<file path="src/rtl/ice40_reset_ctrl.sv">
// System reset manager for main_6502: power-on delay, debounced button and watchdog,
// stretched to a minimum width, released synchronously, with the last cause reported.
module ice40_reset_ctrl #(
    parameter int unsigned FPGAClkSpeed     = 12000000,
    parameter int unsigned PorCycles        = 4096,
    parameter int unsigned HoldCycles       = 256,
    parameter int unsigned DebounceCycles   = 120000,
    parameter int unsigned WdtTimeoutCycles = 12000000,
    parameter int unsigned SyncStages       = 2
) (
    input  logic        clk_i,
    input  logic        reset_i,
    input  logic        btn_i,
    input  logic        wdt_en_i,
    input  logic        wdt_kick_i,
    output logic        sys_reset_o,
    output logic [1:0]  reset_cause_o,
    output logic [23:0] wdt_count_o
);

    localparam int unsigned SyncN    = (SyncStages < 2) ? 2 : SyncStages;
    localparam int unsigned PhaseMax = (PorCycles > HoldCycles) ? PorCycles : HoldCycles;
    localparam int unsigned CntW     = (PhaseMax > 1) ? $clog2(PhaseMax) : 1;
    localparam int unsigned DbW      = (DebounceCycles > 1) ? $clog2(DebounceCycles) : 1;
    localparam int unsigned WdtW     = (WdtTimeoutCycles > 1) ? $clog2(WdtTimeoutCycles) : 1;

    localparam logic [CntW-1:0] POR_LAST  = CntW'(PorCycles - 1);
    localparam logic [CntW-1:0] HOLD_LAST = CntW'(HoldCycles - 1);
    localparam logic [DbW-1:0]  DB_LAST   = DbW'(DebounceCycles - 1);
    localparam logic [WdtW-1:0] WDT_LAST  = WdtW'(WdtTimeoutCycles - 1);

    localparam logic [1:0] ST_POR  = 2'd0;
    localparam logic [1:0] ST_HOLD = 2'd1;
    localparam logic [1:0] ST_RUN  = 2'd2;

    localparam logic [1:0] CAUSE_POR = 2'b00;
    localparam logic [1:0] CAUSE_BTN = 2'b01;
    localparam logic [1:0] CAUSE_WDT = 2'b10;

    if (FPGAClkSpeed == 0 || SyncStages < 2) begin : g_param_check
        $error("ice40_reset_ctrl: FPGAClkSpeed must be nonzero and SyncStages >= 2");
    end

    logic [SyncN-1:0] sync_q;
    logic [1:0]       state_q, state_d;
    logic [CntW-1:0]  cnt_q, cnt_d;
    logic [DbW-1:0]   db_cnt_q, db_cnt_d;
    logic             db_q, db_d;
    logic [WdtW-1:0]  wdt_q, wdt_d;
    logic [1:0]       cause_q, cause_d;
    logic             sys_reset_d;
    logic             btn_sync;
    logic             wdt_expire;

    assign btn_sync = sync_q[SyncN-1];

    // State register; everything returns to power-on values while reset_i is high.
    always_ff @(posedge clk_i or posedge reset_i) begin
        if (reset_i) begin
            sync_q      <= '0;
            state_q     <= ST_POR;
            cnt_q       <= '0;
            db_cnt_q    <= '0;
            db_q        <= 1'b0;
            wdt_q       <= '0;
            cause_q     <= CAUSE_POR;
            sys_reset_o <= 1'b1;
        end else begin
            sync_q      <= {sync_q[SyncN-2:0], btn_i};
            state_q     <= state_d;
            cnt_q       <= cnt_d;
            db_cnt_q    <= db_cnt_d;
            db_q        <= db_d;
            wdt_q       <= wdt_d;
            cause_q     <= cause_d;
            sys_reset_o <= sys_reset_d;
        end
    end

    // Debouncer, phase FSM and watchdog next-state logic.
    always_comb begin
        state_d     = state_q;
        cnt_d       = cnt_q;
        cause_d     = cause_q;
        db_cnt_d    = '0;
        db_d        = db_q;
        wdt_d       = '0;
        wdt_expire  = 1'b0;
        sys_reset_d = 1'b1;

        if (btn_sync != db_q) begin
            if (db_cnt_q == DB_LAST) begin
                db_d = ~db_q;
            end else begin
                db_cnt_d = db_cnt_q + DbW'(1);
            end
        end

        // A kick on the terminal count wins over expiry.
        wdt_expire = (state_q == ST_RUN) && wdt_en_i && !wdt_kick_i && (wdt_q == WDT_LAST);

        case (state_q)
            ST_POR: begin
                if (cnt_q == POR_LAST) begin
                    state_d = ST_HOLD;
                    cnt_d   = '0;
                    cause_d = CAUSE_POR;
                end else begin
                    cnt_d = cnt_q + CntW'(1);
                end
            end
            ST_HOLD: begin
                // Saturate at the terminal count while the button is still held.
                if (cnt_q == HOLD_LAST) begin
                    if (!db_q) begin
                        state_d = ST_RUN;
                        cnt_d   = '0;
                    end
                end else begin
                    cnt_d = cnt_q + CntW'(1);
                end
            end
            ST_RUN: begin
                // The debounced level is always low on entry, so high here means a new press.
                if (db_q) begin
                    state_d = ST_HOLD;
                    cnt_d   = '0;
                    cause_d = CAUSE_BTN;
                end else if (wdt_expire) begin
                    state_d = ST_HOLD;
                    cnt_d   = '0;
                    cause_d = CAUSE_WDT;
                end
            end
            default: begin
                state_d = ST_POR;
                cnt_d   = '0;
            end
        endcase

        if ((state_q == ST_RUN) && (state_d == ST_RUN) && wdt_en_i && !wdt_kick_i) begin
            wdt_d = wdt_q + WdtW'(1);
        end

        sys_reset_d = (state_d != ST_RUN);
    end

    assign reset_cause_o = cause_q;
    assign wdt_count_o   = 24'(wdt_q);

endmodule

</file>
<file path="config.mk">
export PLATFORM = sky130hd
export DESIGN_NAME = ice40_reset_ctrl
export DESIGN_NICKNAME = d
export VERILOG_FILES = /design/src/rtl/ice40_reset_ctrl.sv
export SDC_FILE = /design/constraint.sdc
export NUM_CORES = 1
export LEC_CHECK = 0
export ABC_AREA = 1
export BUFFER_PORTS_ARGS = -buffer_cell sky130_fd_sc_hd__buf_2
export CAP_MARGIN = 20
export CELL_PAD_IN_SITES_DETAIL_PLACEMENT = 0
export CELL_PAD_IN_SITES_GLOBAL_PLACEMENT = 1
export CORE_ASPECT_RATIO = 0.9
export CORE_MARGIN = 8
export CORE_UTILIZATION = 30
export CTS_CLUSTER_DIAMETER = 30
export DETAILED_ROUTE_END_ITERATION = 10
export PLACE_DENSITY_LB_ADDON = 0.2
export SLEW_MARGIN = 0
export SYNTH_ARGS = -nofsm -noshare
export SYNTH_HDL_FRONTEND = slang
export SYNTH_SLANG_ARGS = --single-unit
</file>
<file path="constraint.sdc">
create_clock -name clk_i -period 2.32 [get_ports clk_i]
set_clock_uncertainty 0.05 [all_clocks]
set_input_delay 0.116 -clock clk_i [delete_from_list [all_inputs] [get_ports clk_i]]
set_output_delay 0.116 -clock clk_i [all_outputs]
set_load 0.02 [all_outputs]
</file>
Yosys cells after proc, flatten, opt, wreduce, memory -nomap -nowiden
Index checks and enable logic that the tools add are counted.
{"block": "totals", "reg_bits": 61, "inputBits": 5, "out_inout_bits": 27, "word_cells": 55}
{"block": "op_classes", "n_addsub": 3, "n_eq_ne": 12, "muxes": 19, "bitwise": 1, "reduce_logical": 12}
{"operator": "$mux W12", "n": 5}
{"operator": "$pmux W12 S3", "n": 1}
{"operator": "$mux W17", "n": 2}
{"operator": "$add A24 B1 Y24 const B", "n": 1}
{"operator": "$eq A24 B24 Y1 const B", "n": 1}
{"operator": "$mux W24", "n": 1}
{"operator": "$add A17 B1 Y17 const B", "n": 1}
{"operator": "$eq A17 B17 Y1 const B", "n": 1}
{"operator": "$mux W2", "n": 8}
{"operator": "$add A12 B1 Y12 const B", "n": 1}
{"operator": "$eq A12 B12 Y1 const B", "n": 1}
{"operator": "$eq A12 B8 Y1 const B", "n": 1}
{"operator": "$logic_and A1 B1 Y1", "n": 6}
{"operator": "$ne A3 B3 Y1 const B", "n": 2}
{"operator": "$pmux W2 S3", "n": 1}
{"operator": "$eq A2 B2 Y1 const B", "n": 2}
{"operator": "$ne A2 B2 Y1 const B", "n": 2}
{"operator": "$pmux W2 S2", "n": 1}
{"operator": "$reduce_and A2 Y1", "n": 2}
{"operator": "$reduce_and A3 Y1", "n": 1}
{"operator": "$eq A2 B1 Y1 const B", "n": 1}
{"operator": "$logic_not A2 Y1", "n": 1}
{"operator": "$reduce_bool A2 Y1", "n": 1}
{"operator": "$logic_not A1 Y1", "n": 1}
{"operator": "other kinds (2)", "n": 2}

Depth between registers and ports, before layout
Gate-level depths: netlist (run 1).
{"block": "logic_depth", "ltp_word": 12, "mapped_depth": 11, "ltp_nobuf": 10}

Least setup slack after synthesis (run 1)
Ideal clock, no wire load.
{"block": "synth_timing", "path_type": "flip-flop to flip-flop", "start": "register wdt_q[0] (netlist: wdt_count_o[0])", "end": "register cnt_q[9]", "arrival_time_ps": 1584, "required_ps": 2148, "setup_slack_ps": 565, "path_stages_with_launch": 12, "n_path_buf": 1, "synth_period_minus_slack_ps": 1755, "path_cell_list": "dfrtp_1 > ha_1 > nand3_2 > inv_1 > nand2_2 > nor2_2 > nand2_1 > nand2_2 > nand2_2 > buf_6 > nand2_1 > nand2_1"}
{"block": "synth_via", "elab_chain_cells": 4}
{"element": "start: declaration", "line": "49", "text": "logic [WdtW-1:0] wdt_q, wdt_d;"}
{"element": "start signal: assignment", "line": "74", "text": "wdt_q <= wdt_d;"}
{"element": "$eq A24 B24 Y1", "line": "100", "text": "wdt_expire = (state_q == ST_RUN) && wdt_en_i && !wdt_kick_i && (wdt_q == WDT_LAST);"}
{"element": "$logic_and A1 B1 Y1", "line": "100"}
{"element": "$ne A3 B3 Y1 (no source line)"}
{"element": "$reduce_and A2 Y1 (no source line)"}
{"element": "end signal: assignment", "line": "71", "text": "cnt_q <= cnt_d;"}
{"element": "end: declaration", "line": "46", "text": "logic [CntW-1:0] cnt_q, cnt_d;"}
Every way passes these cells.
A chain may end at the register's enable or synchronous reset.

Worst setup path in the final report (run 1)
{"block": "layout_timing", "start": "register wdt_q[0] (netlist: wdt_count_o[0])", "end": "register wdt_q[15] (netlist: wdt_count_o[15])"}
{"block": "layout_via", "elab_chain_cells": 10, "elab_cells_between_ends": 11, "cone_classes": "add/sub: 1; eq/ne: 2; mux: 4; reduce/logical: 4"}
{"element": "$eq A24 B24 Y1", "line": "100"}
{"element": "$logic_and A1 B1 Y1", "line": "100"}
{"element": "$mux W2", "line": "129", "text": "end else if (wdt_expire) begin"}
{"element": "$mux W2", "line": "125", "text": "if (db_q) begin"}
{"element": "$pmux W2 S3", "line": "102", "text": "case (state_q)"}
{"element": "$eq A2 B2 Y1", "line": "141", "text": "if ((state_q == ST_RUN) && (state_d == ST_RUN) && wdt_en_i && !wdt_kick_i) begin"}
{"element": "$logic_and A1 B1 Y1 (3 in series)", "line": "141"}
{"element": "$mux W24 (*)", "line": "141"}
{"element": "net wdt_d[15]", "line": "49"}
Mark *: on every way through the listed nets, which the timed path passes. The rest lies on a longest branch.

==> summary.md, run 1 <==
| Metric | Value |
|---|---|
| Die Ht | `118.2 um` |
| Status | `completed` |
| Diode count | `0` |
| DRT antenna net count | `0` |
| PwrDens | `600.3 mW/mm^2` |
| Initial Util | `0.3056` |
| CTS Buffer Depth | `2` |
| Row count | `37` |
| CTS H-tree lvls | `3` |
| Clock root buffer | `clkbuf_16` |
| Total GRT Usage | `0.1252` |
| Drt first-iter violations | `173` |
| Largest net degree at the start of global routing | `37` |
| Share of layout cells above drive strength 1 | `0.1262` |
| WHS Path Cells | `5` |
| Post-synth top area share | `0.4313` |
| Tmin final | `1.896 ns` |
| Most area-hungry cell type in the Yosys netlist | `dfrtp_1` |
| Final Hold Fails | `0` |
| Rel. slew slack | `0.6152` |
| Post-Syn Area | `0.003481 mm^2` |
| Clock latency on the worst-skew pair | `0.33 ns` |
| Sequential area share after synthesis | `0.4389` |
| Clock slew at reported path FFs | `0.06 ns` |
| Final Setup Violations | `0` |
| Global-route wire length before repair | `15,150 um` |
| Crit-path max FO | `24` |
| Synth Warn # | `0` |
| Mux cell area share after synthesis | `0` |
| Hold Path Class | `in2reg` |
| Main combinational cell family by area after synthesis | `simple AND/OR/NAND/NOR gates` |
| Mean Syn Cell Area | `7.222 um^2` |
| Initial antenna violation count | `0` |
| Synth Area in Compound Gates | `0.03379` |
| Simple-gate area share of the yosys netlist | `0.3763` |
| Drc violations | `0` |
| Max Cap Viol | `0` |
| Crit path capture type | `register` |
| # IOs | `32` |
| CP Launch Type | `register` |
| CTS tree | `yes` |
| RR Startpoint | `wdt_count_o[0]$_DFF_PP0_` |
| Setup TNS | `0 ns` |
| Period utilization | `0.8172` |
| Unrepaired setup endpoints after global routing | `false` |
| Core box area | `0.01139 mm^2` |
| Total wire length | `8921 um` |
| GPL Wtd Cong | `0.8211` |
| Initial DRT Pass Iterations | `6` |
| Post-CTS setup buffers | `0` |
| Final slew viol count | `0` |
| Max VDD drop | `330.9 uV` |
| Worst Hold End | `reset_cause_o[1]$_DFFE_PP0P_` |
| HP Start | `wdt_en_i` |
| PortBufs | `31` |
| Final Net Count | `534` |
| Crit path DAT | `2.09 ns` |
| Leakage power | `1.904 nW` |
| Sink Count | `61` |
| Num CTS Buffers | `9` |
| Max Freq | `527.4 MHz` |
| Synth top area cells | `dfrtp_1 43%, nand2_1 15%, nor2_1 11%, inv_1 6.4%, xor2_1 4.8%` |
| EDFF count, synth | `0` |
| Detailed placement HPWL | `6489 um` |
| Fill count | `1,236` |
| Die width | `129.5 um` |
| R2R depth | `8` |
| Synth Area in Adders | `0.01078` |
| Crit path required time | `2.51 ns` |
| Number of distinct library cells after synthesis | `29` |
| Full die area | `0.01531 mm^2` |
| Synth Instances | `482` |
| DR WL/cell | `12.99 um` |
| GRT overflow | `0` |
| Yosys reg bits | `61` |
| R2R Setup Slk | `0.42 ns` |
| Slew at the pin closest to its max-slew limit | `0.5763 ns` |
| Vias in the first global route | `3,007` |
| R2r endpoint | `wdt_count_o[15]$_DFF_PP0_` |
| Routed vias/inst | `4.410` |
| Asr flop ratio synth | `1.000` |
| Via count | `3,030` |
| Area growth syn-to-layout | `20.09%` |
| Kind of critical path | `reg2reg` |
| Main flop type after synthesis | `dfrtp_1` |
| XOR/XNOR Fraction of Synth Area | `0.06794` |
| Hold Worst Slack | `0.1660 ns` |
| Post-Syn Nets | `490` |
[power breakdown]
group	total [W]	internal, W	switching, W	leakage [nW]
sequential	0.00107	0.00107	0.00000367	0.827
combinational	0.0000501	0.0000142	0.0000360	0.930
clock	0.00138	0.000889	0.000496	0.148
total	0.00251	0.00197	0.000535	1.90
[registers in the layout (all words and copies together), names as in the netlist]
signal,count
db_q,1
reset_cause_o,2
cnt_q,12
db_cnt_q,17
sync_q,2
wdt_count_o,24
state_q,2
sys_reset_o,1
[layout make-up]
cell class	count	area [um^2]	share of cell area
inverter	60	225.2	0.05388
clock buffer	11	252.7	0.06046
clock inverter	5	58.81	0.01407
multi-input combinational	358	1710	0.4092
sequential	61	1528	0.3655
timing repair buffer	36	210.2	0.05028
tap	156	195.2	0.04669
[layer usage]
metal | track usage | wire length [um]
met5 | 0 | 0
met4 | 0.03916 | 83
met3 | 0.03416 | 407
met2 | 0.1799 | 3740
met1 | 0.1776 | 4689
[worst max path at each step]
stage                             start                   endpoint  slack [ns]  cells after the start
2_1_floorplan  wdt_count_o[0]$_DFF_PP0_       cnt_q[9]$_DFFE_PP0P_        0.56                     11
3_3_place_gp   wdt_count_o[0]$_DFF_PP0_  wdt_count_o[23]$_DFF_PP0_        0.25                      8
3_5_place_dp   wdt_count_o[0]$_DFF_PP0_   wdt_count_o[7]$_DFF_PP0_        0.18                      8
4_1_cts        wdt_count_o[0]$_DFF_PP0_  wdt_count_o[15]$_DFF_PP0_        0.13                      8
5_1_grt        wdt_count_o[0]$_DFF_PP0_  wdt_count_o[16]$_DFF_PP0_        0.21                      8
6_report       wdt_count_o[0]$_DFF_PP0_  wdt_count_o[15]$_DFF_PP0_        0.42                      8
[per-stage QoR]
step	util	worst slack (ns)	area, um^2	std cells	power (W)
floorplan	-	0.5648	3481	482	0.001122
global placement	0.3372	0.2545	3840	669	0.001142
detailed placement	0.3372	0.1783	3840	669	0.001143
CTS	0.3663	0.1264	4172	687	0.002558
global route	0.3671	0.2105	4180	687	0.002616
finish	0.3671	0.4240	4180	687	0.002509
[cell usage after synthesis (4+ instances only)]
cell type and number:
inv_1 59, nor3_1 8, nor2_2 5, nand3_1 32, xor2_1 19, xnor2_1 8
o211ai_1 4, nor2_1 99, nand2_1 141, dfrtp_1 60, nand4_1 12, o21ai_0 10
[critical path: stages, from the launching register on]
cell and delay, ns:
dfrtp_1 0.43, ha_1 0.26, nand3_2 0.12, inv_1 0.07
nand2_2 0.10, nor2_2 0.05, nand2_1 0.15, nand4_4 0.35
nor2_1 0.22
[logic make-up (layout without fill, tap and decap cells)]
logic type,count (synthesis),in the layout
simple gates,308,308
buf+inv,63,112
flops,61,61
xor+xnor,27,27
compound gates,20,20
fa+ha+maj,3,3
[layout by cell type (no fill, tap or decap), drive strengths merged]
cell         netlist  layout
nand2            144     144
ha                 3       3
clkinv             0       2
o21bai             2       2
xnor2              8       8
clkinvlp           0       2
a21oi              2       2
dfrtp             60      60
bufinv             0       1
clkbuf             0      11
o21ai             11      11
dfstp              1       1
xor2              19      19
nor2             106     106
nor3              10      10
nand3             33      33
and3               1       1
dlygate4sd3        0       2
inv               60      60
buf                3      34
o211ai             4       4
nand4             13      13
a21o               1       1
and2               1       1
[timing repair]
action                     in CTS  in global routing
hold buffers                    2                  0
setup endpoints to repair       0                 22
gates resized for setup         0                  1
hold endpoints to repair       26                  0
(Power assumes the default switching activity.)
==> run 2, diff against run 1 <==
==> constraint.sdc (replaced) <==
create_clock -name clk_i -period 1.68 [get_ports clk_i]
set_clock_uncertainty 0.05 [all_clocks]
set_input_delay 0.084 -clock clk_i [delete_from_list [all_inputs] [get_ports clk_i]]
set_output_delay 0.084 -clock clk_i [all_outputs]
set_load 0.02 [all_outputs]
==> run 2 against run 1 <==
Against the previous run: design area grew 10%; critical endpoint is now cnt_q[8]$_DFFE_PP0P_; via count grew 6.6%; sequential share of layout area shrank 3.3 points; clock power grew 24%; power grew 30%; critical path depth is the same; worst hold slack gained 0.0011 ns; setup slack lost 0.32 ns; highest routed layer unchanged; non-clock buffer count grew 45; wire length grew 4.3%.
==> summary.md, run 2 (same netlist as run 1, synthesis figures left out) <==
| Metric | Value |
|---|---|
| Unrepaired setup endpoints after global routing | `true` |
| Slew at the pin closest to its max-slew limit | `0.5140 ns` |
| Max Cap Viol | `0` |
| Diode count | `0` |
| Share of layout cells above drive strength 1 | `0.2322` |
| Routed vias/inst | `4.405` |
| PortBufs | `31` |
| Kind of critical path | `reg2reg` |
| Final Hold Fails | `0` |
| CP Launch Type | `register` |
| Crit-path max cell delay | `0.41 ns` |
| Crit-path max FO | `6` |
| Tmin final | `1.573 ns` |
| Crit path required time | `1.84 ns` |
| Pre-CTS WS | `-0.007639 ns` |
| Die width | `129.5 um` |
| Initial Util | `0.3056` |
| HP Start | `wdt_en_i` |
| Final Net Count | `580` |
| RR Startpoint | `cnt_q[1]$_DFFE_PP0P_` |
| DR WL/cell | `12.69 um` |
| Largest net degree at the start of global routing | `26` |
| Sink Count | `61` |
| Full die area | `0.01531 mm^2` |
| CP cell instances | `ha_4, nand2_4, nor2_4, nand2_2, nor2_4, inv_4, o211ai_1, nand2_1` |
| Hold Path Class | `in2reg` |
| Max Freq | `635.8 MHz` |
| GPL Wtd Cong | `0.8291` |
| Detailed placement HPWL | `7003 um` |
| Die Ht | `118.2 um` |
| Slowest-stage cell, CP | `dfrtp_1` |
| R2r endpoint | `cnt_q[8]$_DFFE_PP0P_` |
| Crit path DAT | `1.74 ns` |
| Clock latency on the worst-skew pair | `0.33 ns` |
| Max VDD drop | `467.1 uV` |
| Drt first-iter violations | `166` |
| Total wire length | `9301 um` |
| Period utilization | `0.9362` |
| Vias in the first global route | `3,174` |
| Initial DRT Pass Iterations | `4` |
| Core box area | `0.01139 mm^2` |
| Crit path capture type | `register` |
| Final worst slack | `0.1071 ns` |
| Initial antenna violation count | `0` |
| Drc violations | `0` |
| R2R Setup Slk | `0.11 ns` |
| Row count | `37` |
| Setup TNS | `0 ns` |
| Cell family with most CP delay | `simple AND/OR/NAND/NOR gates` |
| Leakage power | `2.171 nW` |
| CTS H-tree lvls | `3` |
| CTS tree | `yes` |
| Clock slew at reported path FFs | `0.05 ns` |
| WHS Path Cells | `5` |
| Final slew viol count | `0` |
| Worst Hold End | `reset_cause_o[1]$_DFFE_PP0P_` |
| GRT overflow | `0` |
| DRT antenna net count | `0` |
| R2R depth | `8` |
| PwrDens | `710.1 mW/mm^2` |
| # IOs | `32` |
| Final Setup Violations | `0` |
| Clock root buffer | `clkbuf_16` |
| Rel. slew slack | `0.6566` |
| Via count | `3,229` |
| Worst path bufs/invs | `1` |
| Status | `completed` |
| Num CTS Buffers | `9` |
| Area growth syn-to-layout | `32.35%` |
| Number of flip-flops in the largest register | `24` |
| Cell mode on critical path | `nor2_4` |
| Most common cell after layout, fill and taps aside | `nand2_1` |
| Total GRT Usage | `0.1316` |
| CTS Buffer Depth | `2` |
| Most frequent cells in the layout | `138 x nand2_1, 93 x nor2_1, 58 x dfrtp_1, 53 x inv_1, 46 x buf_4` |
| Global-route wire length before repair | `15,960 um` |
## run 2: worst register-to-register path: stages (launching register included)
cell and delay, ns:
dfrtp_1 0.41, ha_4 0.17, nand2_4 0.06, nor2_4 0.17, nand2_2 0.10, nor2_4 0.19, inv_4 0.08, o211ai_1 0.18
nand2_1 0.07
## run 2: where the power goes
group	switching [W]	internal [W]	total [W]
sequential	0.00000520	0.00148	0.00148
combinational	0.0000499	0.0000279	0.0000778
clock	0.000679	0.00103	0.00171
## run 2: repair_timing
item,in CTS,in global routing
buffers inserted,0,5
pin swaps,0,12
endpoints found under the setup margin,17,49
resized for setup,2,29
gates cloned,0,1
endpoints found under the hold margin,22,0
hold buffers,2,0
## run 2: final cells by class
class                   instances  area, um^2
flip-flops and latches         61        1530
clock buffers                  10       239.0
clock inverters                 6       38.79
inverters                      60       231.5
repair buffers                 81       560.5
fillers                      1230        6782
multi-input cells             359        1812
well taps                     156       195.2
## run 2: how the worst max path moves through the flow
stage,to,startpoint,slack [ns],depth (start not counted)
finish,cnt_q[8]$_DFFE_PP0P_,cnt_q[1]$_DFFE_PP0P_,0.11,8
global route,cnt_q[8]$_DFFE_PP0P_,cnt_q[1]$_DFFE_PP0P_,-0.02,8
CTS,sys_reset_o$_DFF_PP1_,cnt_q[0]$_DFFE_PP0P_,0.009,8
detailed placement,db_cnt_q[6]$_DFF_PP0_,db_cnt_q[0]$_DFF_PP0_,-0.008,9
global placement,cnt_q[11]$_DFFE_PP0P_,cnt_q[0]$_DFFE_PP0P_,-0.004,9
floorplan,cnt_q[9]$_DFFE_PP0P_,wdt_count_o[0]$_DFF_PP0_,0.01,11
## run 2: routing by layer
layer  wire length, um  GRT usage  up-vias
met3               321    0.03506        2
met4                57    0.04569        0
met2              4034     0.1858       33
met5                 0          0        -
met1              4889     0.1881     1506
li1                  -          -     1688
## run 2: through the flow
| step | std cells | utilization | cell area, um^2 | total power [W] | hold slack, ns |
|---|---|---|---|---|---|
| 2_1_floorplan | 482 | - | 3487 | 0.001549 | 0.06543 |
| 3_3_place_gp | 709 | 0.3652 | 4159 | 0.001586 | 0.1029 |
| 3_5_place_dp | 709 | 0.3652 | 4159 | 0.001587 | 0.1050 |
| 4_1_cts | 727 | 0.3922 | 4467 | 0.003340 | 0.1205 |
| 5_1_grt | 733 | 0.4045 | 4607 | 0.003410 | 0.1812 |
| 6_report | 733 | 0.4045 | 4607 | 0.003271 | 0.1672 |
==> run 3, diff against run 2 <==
--- a/config.mk
+++ b/config.mk
@@ -7,7 +7,7 @@
 export LEC_CHECK = 0
 export ABC_AREA = 1
 export BUFFER_PORTS_ARGS = -buffer_cell sky130_fd_sc_hd__buf_2
-export CAP_MARGIN = 20
+export CAP_MARGIN = 10
 export CELL_PAD_IN_SITES_DETAIL_PLACEMENT = 0
 export CELL_PAD_IN_SITES_GLOBAL_PLACEMENT = 1
 export CORE_ASPECT_RATIO = 0.9
@@ -15,7 +15,7 @@
 export CORE_UTILIZATION = 30
 export CTS_CLUSTER_DIAMETER = 30
 export DETAILED_ROUTE_END_ITERATION = 10
-export PLACE_DENSITY_LB_ADDON = 0.2
+export PLACE_DENSITY = 0.66
 export SLEW_MARGIN = 0
 export SYNTH_ARGS = -nofsm -noshare
 export SYNTH_HDL_FRONTEND = slang
==> constraint.sdc (replaced) <==
create_clock -name clk_i -period 1.68 [get_ports clk_i]
set_clock_uncertainty 0.05 [all_clocks]
set_input_delay 0.336 -clock clk_i [delete_from_list [all_inputs] [get_ports clk_i]]
set_output_delay 0.336 -clock clk_i [all_outputs]
set_load 0.02 [all_outputs]
==> run 3 against run 2 <==
Against the previous run: critical endpoint is now cnt_q[3]$_DFFE_PP0P_; sequential power about the same; first-iteration DRC count up 23%; clock power is 8% higher.
==> summary.md, run 3 (same netlist as run 1, synthesis figures left out) <==
| Metric | Value |
|---|---|
| Status | `completed` |
| Final Hold Fails | `0` |
| PortBufs | `31` |
| CTS tree | `yes` |
| Unrepaired setup endpoints after global routing | `true` |
| Clock latency on the worst-skew pair | `0.32 ns` |
| Switching Fraction | `0.1997` |
| Core box area | `0.01139 mm^2` |
| Leakage power | `2.156 nW` |
| Clock root buffer | `clkbuf_16` |
| Seq pwr share | `0.434` |
| Most frequent cells in the layout | `140 x nand2_1, 96 x nor2_1, 58 x dfrtp_1, 56 x inv_1, 45 x buf_4` |
| GRT overflow | `0` |
| Hold Worst Slack | `0.06338 ns` |
| Kind of critical path | `reg2reg` |
| Non-filler cells, final | `731` |
| Die width | `129.5 um` |
| Slowest-stage cell, CP | `dfrtp_1` |
| NetSw | `0.0006832 W` |
| Routed vias/inst | `4.360` |
| Finished Cell Area | `0.004588 mm^2` |
| CP Launch Type | `register` |
| Drc violations | `0` |
| # IOs | `32` |
| Final worst slack | `0.1142 ns` |
| WHS Path Cells | `1` |
| Global-route wire length before repair | `15,750 um` |
| DRT antenna net count | `0` |
| Num CTS Buffers | `9` |
| Sink Count | `61` |
| Reg area | `0.001530 mm^2` |
| Most common cell after layout, fill and taps aside | `nand2_1` |
| Largest net degree at the start of global routing | `29` |
| Slew at the pin closest to its max-slew limit | `0.3748 ns` |
| Area growth syn-to-layout | `31.81%` |
| Pre-CTS WS | `-0.01969 ns` |
| CP cell instances | `ha_1, nand2_1, nor2_4, buf_4, nand3_1, buf_4, nand3_1, nand2_1, inv_1, nand2_1` |
| Final Util | `0.4029` |
| Dpl cell area | `0.004187 mm^2` |
| Dpl cells | `711` |
| Final Setup Violations | `0` |
| Rel. slew slack | `0.7496` |
| Crit path required time | `1.84 ns` |
| DR WL/cell | `12.44 um` |
| Initial antenna violation count | `0` |
| P_int | `0.002738 W` |
| Max Freq | `638.7 MHz` |
| Crit path DAT | `1.72 ns` |
| Fill count | `1,210` |
| Full die area | `0.01531 mm^2` |
| Initial Util | `0.3056` |
| Tmin final | `1.566 ns` |
| Worst path depth | `10` |
| Worst path bufs/invs | `3` |
| Final Net Count | `578` |
| Hold Path Class | `in2reg` |
| Die Ht | `118.2 um` |
| Crit-path max cell delay | `0.35 ns` |
| Drt first-iter violations | `205` |
| PwrDens | `745.7 mW/mm^2` |
| Clock slew at reported path FFs | `0.05 ns` |
| Final slew viol count | `0` |
| Initial DRT Pass Iterations | `5` |
| Total wire length | `9097 um` |
| CTS Buffer Depth | `2` |
| Vias in the first global route | `3,168` |
| Cell mode on critical path | `nand2_1` |
| GPL Wtd Cong | `0.8393` |
| CTS H-tree lvls | `3` |
| Area of the multi-input gates | `0.001765 mm^2` |
| Detailed placement HPWL | `6931 um` |
| Combinational share of power | `0.024` |
| Diode count | `0` |
| Crit-path max FO | `4` |
| Clk pwr share | `0.542` |
| Total GRT Usage | `0.1276` |
| Crit path capture type | `register` |
| Period utilization | `0.9320` |
| Max VDD drop | `639.9 uV` |
| R2R depth | `10` |
| Number of flip-flops in the largest register | `24` |
| Share of layout cells above drive strength 1 | `0.2104` |
| Row count | `37` |
| Via count | `3,187` |
| Cell family with most CP delay | `simple AND/OR/NAND/NOR gates` |
| Max Cap Viol | `0` |
[run 3: power groups by stage]
stage          sequential (W)  combinational, W  clock [W]
2_1_floorplan         0.00151         0.0000405          0
3_3_place_gp          0.00151         0.0000814          0
3_5_place_dp          0.00151         0.0000833          0
4_1_cts               0.00148         0.0000854    0.00193
5_1_grt               0.00149         0.0000968    0.00199
6_report              0.00149         0.0000825    0.00185
[run 3: final cells by class]
cell class / instances / share of cell area
clock buffer: 13 / 0.05672
multi-input combinational: 358 / 0.3848
timing repair buffer: 80 / 0.1227
clock inverter: 3 / 0.009817
tap: 156 / 0.04254
inverter: 60 / 0.04990
sequential: 61 / 0.3335
[run 3: per-stage QoR]
| step | power (W) | setup TNS (ns) |
|---|---|---|
| 6_report | 0.003421 | 0 |
| 5_1_grt | 0.003572 | -0.05085 |
| 2_1_floorplan | 0.001549 | 0 |
| 3_5_place_dp | 0.001593 | -0.07152 |
| 3_3_place_gp | 0.001591 | 0 |
| 4_1_cts | 0.003495 | 0 |
[run 3: what timing repair did]
action / CTS / global route
buffers inserted: 0 / 3
hold endpoints to repair: 11 / 0
hold buffers: 1 / 0
resized for setup: 1 / 16
endpoints found under the setup margin: 7 / 50
cloned: 0 / 0
pin swaps: 0 / 3
[run 3: path summary, 6_finish.rpt]
check / to / slack [ns] / startpoint
min in group asynchronous: wdt_count_o[3]$_DFF_PP0_ / 0.50 / reset_i
setup reg to reg: cnt_q[3]$_DFFE_PP0P_ / 0.11 / cnt_q[1]$_DFFE_PP0P_
hold / removal: sync_q[0]$_DFF_PP0_ / 0.06 / btn_i
setup / recovery: cnt_q[3]$_DFFE_PP0P_ / 0.11 / cnt_q[1]$_DFFE_PP0P_
hold reg to reg: sync_q[1]$_DFF_PP0_ / 0.32 / sync_q[0]$_DFF_PP0_
max in group asynchronous: sys_reset_o$_DFF_PP1_ / 0.53 / reset_i
[run 3: worst reg2reg max path, delay by kind of cell (launching register included)]
family,cells,cell delay [ns]
DFF,1,0.35
and+or+nand+nor,6,0.54
adders and majority gates,1,0.17
buffers and inverters,3,0.36
[run 3: metal layers]
layer,vias to the layer above,share of wire,GRT usage
met5,-,0,0
met4,0,0.0088,0.03698
met3,6,0.031,0.03191
met2,40,0.43,0.1796
met1,1461,0.53,0.1870
li1,1680,-,-
